===== src/rtl/m_mem_master_pkg.sv =====
// Shared encodings for the M-stage memory master:
// op types, FSM states, byte-enable constants.
package m_mem_master_pkg;

  typedef enum logic [3:0] {
    OP_LW  = 4'd0,
    OP_LH  = 4'd1,
    OP_LHU = 4'd2,
    OP_LB  = 4'd3,
    OP_LBU = 4'd4,
    OP_SW  = 4'd5,
    OP_SH  = 4'd6,
    OP_SB  = 4'd7
  } op_e;

  typedef enum logic [1:0] {
    S_IDLE = 2'd0,
    S_REQ  = 2'd1,
    S_DONE = 2'd2
  } state_e;

  localparam logic [3:0] BE_WORD = 4'b1111;
  localparam logic [3:0] BE_LO   = 4'b0011;
  localparam logic [3:0] BE_HI   = 4'b1100;
  localparam logic [3:0] BE_B0   = 4'b0001;

  function automatic logic is_store(op_e op);
    return op inside {OP_SW, OP_SH, OP_SB};
  endfunction

  function automatic logic is_word(op_e op);
    return op inside {OP_LW, OP_SW};
  endfunction

  function automatic logic is_half(op_e op);
    return op inside {OP_LH, OP_LHU, OP_SH};
  endfunction

  function automatic logic misaligned(op_e op,
                                      logic [1:0] lo);
    return (is_word(op) && (lo != 2'b00)) ||
           (is_half(op) && lo[0]);
  endfunction

endpackage


===== src/rtl/m_load_ext.sv =====
// Load lane select plus sign/zero extension.
// Purely combinational; shareable by any load path.
module m_load_ext
  import m_mem_master_pkg::*;
(
  input  logic [31:0] word_i,
  input  logic [1:0]  lo_i,
  input  op_e         op_i,
  output logic [31:0] data_o
);

  logic [31:0] sh;
  logic [7:0]  b;
  logic [15:0] h;

  always_comb begin
    sh = word_i >> {lo_i, 3'b000};
    b  = sh[7:0];
    h  = sh[15:0];
    unique case (op_i)
      OP_LB:   data_o = {{24{b[7]}}, b};
      OP_LBU:  data_o = {24'h0, b};
      OP_LH:   data_o = {{16{h[15]}}, h};
      OP_LHU:  data_o = {16'h0, h};
      default: data_o = word_i;
    endcase
  end

endmodule


===== src/rtl/m_mem_master.sv =====
// M-stage data memory initiator (req/ack, timeout).
// Define STORE_TRACE_EN to print each acked store.
module m_mem_master
  import m_mem_master_pkg::*;
#(
  parameter int TIMEOUT_CYCLES = 16,
  parameter int ADDR_W         = 32
) (
  input  logic              clk,
  input  logic              reset,
  input  logic              op_valid,
  input  logic [3:0]        op_type,
  input  logic [ADDR_W-1:0] op_addr,
  input  logic [31:0]       op_wdata,
  input  logic [31:0]       op_pc,
  output logic              stall,
  output logic [31:0]       rd_data,
  output logic              done,
  output logic              addr_exc,
  output logic              bus_err,
  output logic              mem_req,
  output logic              mem_we,
  output logic [ADDR_W-1:0] mem_addr,
  output logic [31:0]       mem_wdata,
  output logic [3:0]        mem_byteen,
  input  logic              mem_ack,
  input  logic [31:0]       mem_rdata
);

  localparam int CW = $clog2(TIMEOUT_CYCLES + 1);
  localparam logic [CW-1:0] CNT_MAX =
    CW'(TIMEOUT_CYCLES - 1);

  state_e            state_q, state_d;
  logic [CW-1:0]     cnt_q, cnt_d;
  op_e               op_q, op_d;
  logic [ADDR_W-1:0] addr_q, addr_d;
  logic [31:0]       wd_q, wd_d;
  logic [3:0]        be_q, be_d;
  logic              we_q, we_d;
  logic              exc_q, exc_d;
  logic              berr_q, berr_d;
  logic [31:0]       rd_q, rd_d;

  op_e         op_in;
  logic        mis_in;
  logic [3:0]  be_in;
  logic [31:0] wd_in;
  logic [31:0] ext;
  logic        cnt_hit;

  assign op_in   = op_e'(op_type);
  assign mis_in  = misaligned(op_in, op_addr[1:0]);
  assign cnt_hit = (cnt_q == CNT_MAX);

  // Stores replicate data to every lane.
  always_comb begin
    be_in = BE_WORD;
    wd_in = op_wdata;
    unique case (1'b1)
      (op_in == OP_SB): begin
        be_in = BE_B0 << op_addr[1:0];
        wd_in = {4{op_wdata[7:0]}};
      end
      (op_in == OP_SH): begin
        be_in = op_addr[1] ? BE_HI : BE_LO;
        wd_in = {2{op_wdata[15:0]}};
      end
      default: ;
    endcase
  end

  m_load_ext u_ext (
    .word_i (mem_rdata),
    .lo_i   (addr_q[1:0]),
    .op_i   (op_q),
    .data_o (ext)
  );

  always_ff @(posedge clk or negedge reset) begin
    if (!reset) state_q <= S_IDLE;
    else        state_q <= state_d;
  end

  always_comb begin
    state_d = state_q;
    unique case (state_q)
      S_IDLE:
        if (op_valid)
          state_d = mis_in ? S_DONE : S_REQ;
      S_REQ:
        if (mem_ack || cnt_hit) state_d = S_DONE;
      S_DONE:  state_d = S_IDLE;
      default: state_d = S_IDLE;
    endcase
  end

  always_comb begin
    mem_req    = (state_q == S_REQ);
    mem_we     = mem_req & we_q;
    mem_addr   = mem_req ?
                 {addr_q[ADDR_W-1:2], 2'b00} : '0;
    mem_wdata  = mem_req ? wd_q : '0;
    mem_byteen = mem_req ? be_q : '0;
    done       = (state_q == S_DONE);
    addr_exc   = done & exc_q;
    bus_err    = done & berr_q;
    stall      = op_valid & ~done;
    rd_data    = rd_q;
  end

  // Ack beats timeout when both land in one cycle.
  always_comb begin
    cnt_d  = '0;
    op_d   = op_q;
    addr_d = addr_q;
    wd_d   = wd_q;
    be_d   = be_q;
    we_d   = we_q;
    exc_d  = exc_q;
    berr_d = berr_q;
    rd_d   = rd_q;
    unique case (state_q)
      S_IDLE:
        if (op_valid) begin
          op_d   = op_in;
          addr_d = op_addr;
          wd_d   = wd_in;
          be_d   = be_in;
          we_d   = is_store(op_in);
          exc_d  = mis_in;
          berr_d = 1'b0;
        end
      S_REQ: begin
        cnt_d = cnt_q + CW'(1);
        if (mem_ack) begin
          if (!we_q) rd_d = ext;
        end else if (cnt_hit) begin
          berr_d = 1'b1;
        end
      end
      default: ;
    endcase
  end

  always_ff @(posedge clk or negedge reset) begin
    if (!reset) begin
      cnt_q  <= '0;
      op_q   <= OP_LW;
      addr_q <= '0;
      wd_q   <= '0;
      be_q   <= '0;
      we_q   <= 1'b0;
      exc_q  <= 1'b0;
      berr_q <= 1'b0;
      rd_q   <= '0;
    end else begin
      cnt_q  <= cnt_d;
      op_q   <= op_d;
      addr_q <= addr_d;
      wd_q   <= wd_d;
      be_q   <= be_d;
      we_q   <= we_d;
      exc_q  <= exc_d;
      berr_q <= berr_d;
      rd_q   <= rd_d;
    end
  end

`ifdef STORE_TRACE_EN
  logic [31:0] pc_q;
  logic [31:0] merged;

  always_ff @(posedge clk or negedge reset) begin
    if (!reset)
      pc_q <= '0;
    else if (state_q == S_IDLE && op_valid)
      pc_q <= op_pc;
  end

  always_comb begin
    merged = '0;
    for (int i = 0; i < 4; i++)
      if (be_q[i]) merged[8*i +: 8] = wd_q[8*i +: 8];
  end

  always_ff @(posedge clk) begin
    if (state_q == S_REQ && mem_ack && we_q)
      $display("@%h: *%h <= %h",
               pc_q, addr_q, merged);
  end
`else
  logic pc_unused;
  assign pc_unused = ^op_pc;
`endif

endmodule


===== config.mk =====
export PLATFORM = sky130hd
export DESIGN_NAME = m_mem_master
export DESIGN_NICKNAME = d
export VERILOG_FILES = /design/src/rtl/m_mem_master_pkg.sv /design/src/rtl/m_load_ext.sv /design/src/rtl/m_mem_master.sv
export SDC_FILE = /design/constraint.sdc
export NUM_CORES = 1
export LEC_CHECK = 0
export CELL_PAD_IN_SITES_DETAIL_PLACEMENT = 2
export CELL_PAD_IN_SITES_GLOBAL_PLACEMENT = 2
export CORE_MARGIN = 4
export CORE_UTILIZATION = 26
export CTS_BUF_LIST = sky130_fd_sc_hd__clkbuf_2
export DETAILED_ROUTE_END_ITERATION = 8
export PLACE_DENSITY = 0.87
export SYNTH_ARGS = -nofsm -noshare
export SYNTH_HDL_FRONTEND = slang
export SYNTH_SLANG_ARGS = --single-unit

===== constraint.sdc =====
create_clock -name clk -period 2.15 [get_ports clk]
set_input_delay 0.645 -clock clk [delete_from_list [all_inputs] [get_ports clk]]
set_output_delay 0.645 -clock clk [all_outputs]
set_load 0.005 [all_outputs]

### Yosys cells after proc, flatten, opt, wreduce, memory -nomap -nowiden

Index checks and enable logic that the tools add are counted.

* $add $sub $neg: 1
* eq/ne operators: 16
* bitwise logic cells: 6
* muxes and demuxes: 16
* shifts and indexed selects: 2
* reductions and logical operators: 15

Operator list (number)
* 32-bit one-hot mux with 4 select lines: 1
* 32-bit two-way mux: 2
* 32-bit one-hot mux with 2 select lines: 1
* 32-bit by 5-bit right shift with 16-bit output: 1
* 4-bit by 3-bit == test with 1-bit output, second input constant: 4
* 4-bit by 2-bit == test with 1-bit output, second input constant: 3
* 4-bit by 1-bit == test with 1-bit output, second input constant: 2
* 4-bit two-way mux: 2
* 4-bit one-hot mux with 2 select lines: 1
* 2-bit two-way mux: 3
* 2-bit nonzero test: 3
* 3-bit nonzero test: 2
* 5-bit by 1-bit adder with 5-bit output, second input constant: 1
* 5-bit by 4-bit == test with 1-bit output, second input constant: 1
* 5-bit two-way mux: 1
* 1-bit AND: 4
* 4-bit logical NOT: 1
* 2-bit by 1-bit != test with 1-bit output, second input constant: 2
* 2-bit != test, second input constant: 2
* 2-bit one-hot mux with 2 select lines: 1
* 2-bit AND reduction: 2
* 4-bit AND reduction: 1
* 1-bit by 2-bit << shifter with 4-bit output, first input constant: 1
* 1-bit two-way mux: 3
* 8 further kinds: 11

* output and inout bits: 106
* word-level logic and storage cells: 66
* register bits: 114
* bits of input ports: 136

### Depth between registers and ports, before layout

* word-level depth: 7
* gate-level depth with buffers: 7
* mapped depth without buffers: 6

### Modules after synthesis

Synthesis repeated with hierarchy kept, for this count alone.

* cells, all modules: 546
* area total of the unflattened synthesis: 5895.7 µm²

By module, submodules not included
* m_mem_master: cells an instance 442, area each 5093.6 µm², times used 1, sequential area each 2852.7 µm²
* m_load_ext: cells an instance 104, area each 802.0 µm², times used 1, sequential area each 0.0 µm²

### Least setup slack after synthesis

OpenSTA, ideal clock, no wires.

* path kind: register to output
* start: register state_q[1]
* end: output mem_wdata[16]
* buffers on the path: 2
* setup slack: 0.155 ns
* stages on the path, launching flop included: 6
* arrival: 1.350 ns
* required time: 1.505 ns
* path through: dfrtp_1 nand2b_1 inv_1 clkbuf_1 clkbuf_1 and2_1

* longest elaborated chain between the ends: 2

RTL lines
* start: declaration: line m_mem_master.sv:34 `state_e state_q, state_d;`
* start signal: assignment: line m_mem_master.sv:82 `else state_q <= state_d;`
* 2-bit by 1-bit == test with 1-bit output: line m_mem_master.sv:99 `mem_req = (state_q == S_REQ);`
* 32-bit two-way mux: line m_mem_master.sv:103 `mem_wdata = mem_req ? wd_q : '0;`
* end: declaration: line m_mem_master.sv:24 `output logic [31:0] mem_wdata,`

No other way between the ends.

### Worst setup path in the final report

* start: register state_q[0]
* end: output mem_addr[5]

* longest elaborated chain between the ends: 2

RTL lines
* 2-bit by 1-bit == test with 1-bit output: line m_mem_master.sv:99
* 32-bit two-way mux: line m_mem_master.sv:101 `mem_addr = mem_req ?`
* end: declaration: line m_mem_master.sv:23 `output logic [ADDR_W-1:0] mem_addr,`

No other way between the ends.

==> out/results.ini <==
[status]
status = complete, but fails checks
violations = negative setup slack

[sta]
rsz0062_at_grt = true
skew_ns = 0.0438
tightest_slew_ns = 0.575
slew_headroom = 0.616
period_share = 1.17
max_freq_ghz = 0.399
setup_violations = 72
slew_violations = 0
fin_crit_ns = 2.51
setup_ws_ns = -0.358
finalHoldViolCount = 0

[worst_setup_path]
path_class = reg -> out
cp_num_buf_inv = 4
worstPathCellList = nand2b_4, clkinv_8, buf_12, clkbuf_16, and2_4, buf_6
worstRegToRegCells = 5
max_stage_delay_ns = 0.45
startpoint_type = register
cp_top_family = buffers and inverters
slowest_stage = dfrtp_1
worst-r2r-setup-slack_ns = 0.13
cp.arrival_ns = 1.86
reg2reg_to = rd_data[13]
r2r-start = op_q[1]
crit_fanout = 7
required_ns = 1.50
end_kind = output pin

[placement]
gp_congestion = 0.780
placed_area_um2 = 8430
place_hpwl_um = 16000
io_buffers = 207

[yosys]
seq_area_frac_synth = 0.496
syn_area_um2 = 5750
yosysWarningCount = 0
ys_seq_elements = 114
synth_cell_types = 40
syn_inst = 578
synth_area_per_cell_um2 = 9.94

[drt]
wirelength_um = 23900
dr.pass1.iters = 4
detail-route-antenna-nets = 0
wl_per_cell_um = 21.2
drc = 0
drtIter0Drc = 137
via_per_inst = 4.82
vias = 5425

[clock_network]
cts_tree = yes
clk_latency_ns = 0.68
path_clk_slew_ns = 0.18
cts.sinks = 114
cts_buffer_depth = 2
root_buffer = clkbuf_2
cts_max_level = 4
cts_made_buffers = 17

[die]
ios = 242
die-width_um = 157
num_rows = 54
initial_core_util = 0.264
die-height_um = 157
fp.dieArea_um2 = 24600
core_region_area_um2 = 21800

[grt]
grtUsageTotal = 0.193
grt_pass1_vias = 6240
antenna_found_initial = 0
grt_max_degree = 67
grt_pass1_wl_um = 36500
grt-ovfl-total = 0

[job]
cap_violations = 0

[finish]
nets = 971
drive_gt1_frac = 0.335
fin_area_um2 = 9330
final_common_cell = dfrtp_1
mostFrequentLayoutCells = dfrtp_1 (114), clkdlybuf4s50_1 (102), nand2_1 (70)
fin_util = 0.429
n_antenna_cell = 0
area_growth_pct = 62.3
fill_cells = 2309

[min_path]
hold_class = in -> async

[power]
power_density_nw_per_um2 = 1140
power_leakage_nw = 4.39
peakVddDrop_mv = 0.425

[flip-flops by register name, summed over array words and instances (netlist names)]
register and count:
addr_q 32, rd_data 32, wd_q 32, cnt_q 5
be_q 4, op_q 4, state_q 2, berr_q 1
exc_q 1, we_q 1
[where the power goes]
part | switching [W] | total [W] | internal [W]
clock network | 0.000933 | 0.00217 | 0.00124
registers | 0.000551 | 0.00355 | 0.00300
logic | 0.00215 | 0.00495 | 0.00280
total | 0.00364 | 0.0107 | 0.00703
[layer usage]
| layer | global-route usage | vias up | part of all wire |
|---|---|---|---|
| met3 | 0.0647 | 27 | 0.079 |
| met2 | 0.348 | 185 | 0.52 |
| li1 | - | 2491 | - |
| met4 | 0.0583 | 0 | 0.017 |
| met5 | 0 | - | 0 |
| met1 | 0.216 | 2722 | 0.38 |
[synthesized netlist by cell type]
cell,n,share of area
a21oi_1,15,0.013
a221o_1,1,0.0017
a221oi_1,8,0.012
a311oi_4,1,0.0046
a31oi_1,6,0.0065
and2_1,70,0.076
and3_1,1,0.0011
buf_1,1,0.00065
buf_2,8,0.0070
buf_4,3,0.0039
clkbuf_1,32,0.021
conb_1,1,0.00065
dfrtp_1,114,0.50
ha_1,2,0.0044
inv_1,13,0.0085
mux2_2,41,0.080
mux2i_1,39,0.068
mux4_2,1,0.0039
nand2_1,70,0.046
nand2b_1,4,0.0044
nand3_1,33,0.029
nand3b_1,2,0.0026
nand4b_1,1,0.0015
nor2_1,32,0.021
nor2b_1,3,0.0033
nor3_1,2,0.0017
nor3b_1,3,0.0039
nor3b_2,1,0.0022
nor4bb_1,1,0.0017
o2111ai_2,1,0.0026
o21ai_0,43,0.037
o22ai_1,7,0.0076
o2bb2ai_1,8,0.012
o31ai_1,1,0.0013
o41ai_1,2,0.0030
or2_1,1,0.0011
or2_2,2,0.0022
or3b_1,1,0.0015
xnor2_1,2,0.0030
xor2_1,1,0.0015
[area by class of cell]
cell class                 instances  area (um^2)  share of cell area
multi-input combinational        408         2830               0.303
clock buffer                      18         90.1             0.00965
clock inverter                    14          283              0.0303
inverter                          13         61.3             0.00657
sequential                       114         2850               0.306
timing repair buffer             279         2870               0.307
tap                              280          350              0.0375
[stage by stage]
stage          TNS [ns]  hold slack, ns  instances  power, W  setup WS, ns
4_1_cts          -30.09           0.215       1127    0.0107        -0.485
5_1_grt          -31.97           0.218       1126    0.0114        -0.525
2_1_floorplan         0           0.349        579   0.00537         0.155
3_3_place_gp      -9.37           0.446       1063   0.00758        -0.279
6_report         -19.76           0.317       1126    0.0107        -0.358
3_5_place_dp     -14.08           0.464       1063   0.00783        -0.316
[worst max-delay path by stage]
stage	from	to	slack, ns	cells after the start
2_1_floorplan	state_q[1]	mem_wdata[16]	0.16	5
3_3_place_gp	op_valid	stall	-0.28	4
3_5_place_dp	op_valid	stall	-0.32	4
4_1_cts	state_q[0]	mem_addr[5]	-0.48	6
5_1_grt	state_q[0]	mem_addr[10]	-0.53	6
6_report	state_q[0]	mem_addr[5]	-0.36	6
[what timing repair did]
item,in CTS,in global routing
hold endpoints to repair,106,0
cloned,6,1
buffers inserted,26,1
resized for setup,440,25
hold buffers,1,0
pin swaps,35,8
endpoints found under the setup margin,104,73
[kinds of logic (layout without fill, tap and decap cells)]
family,Yosys count,in the layout,synth area share
and+or+nand+nor,227,227,0.199
DFF,114,114,0.496
AOI/OAI and AO/OA,93,93,0.102
muxes,81,81,0.152
buffers and inverters,57,324,0.0409
xor gates and xnor gates,3,3,0.00457
adders and majority gates,2,2,0.00435
other,1,2,0.000652
Note: power is estimated with default switching activity, not from simulation.
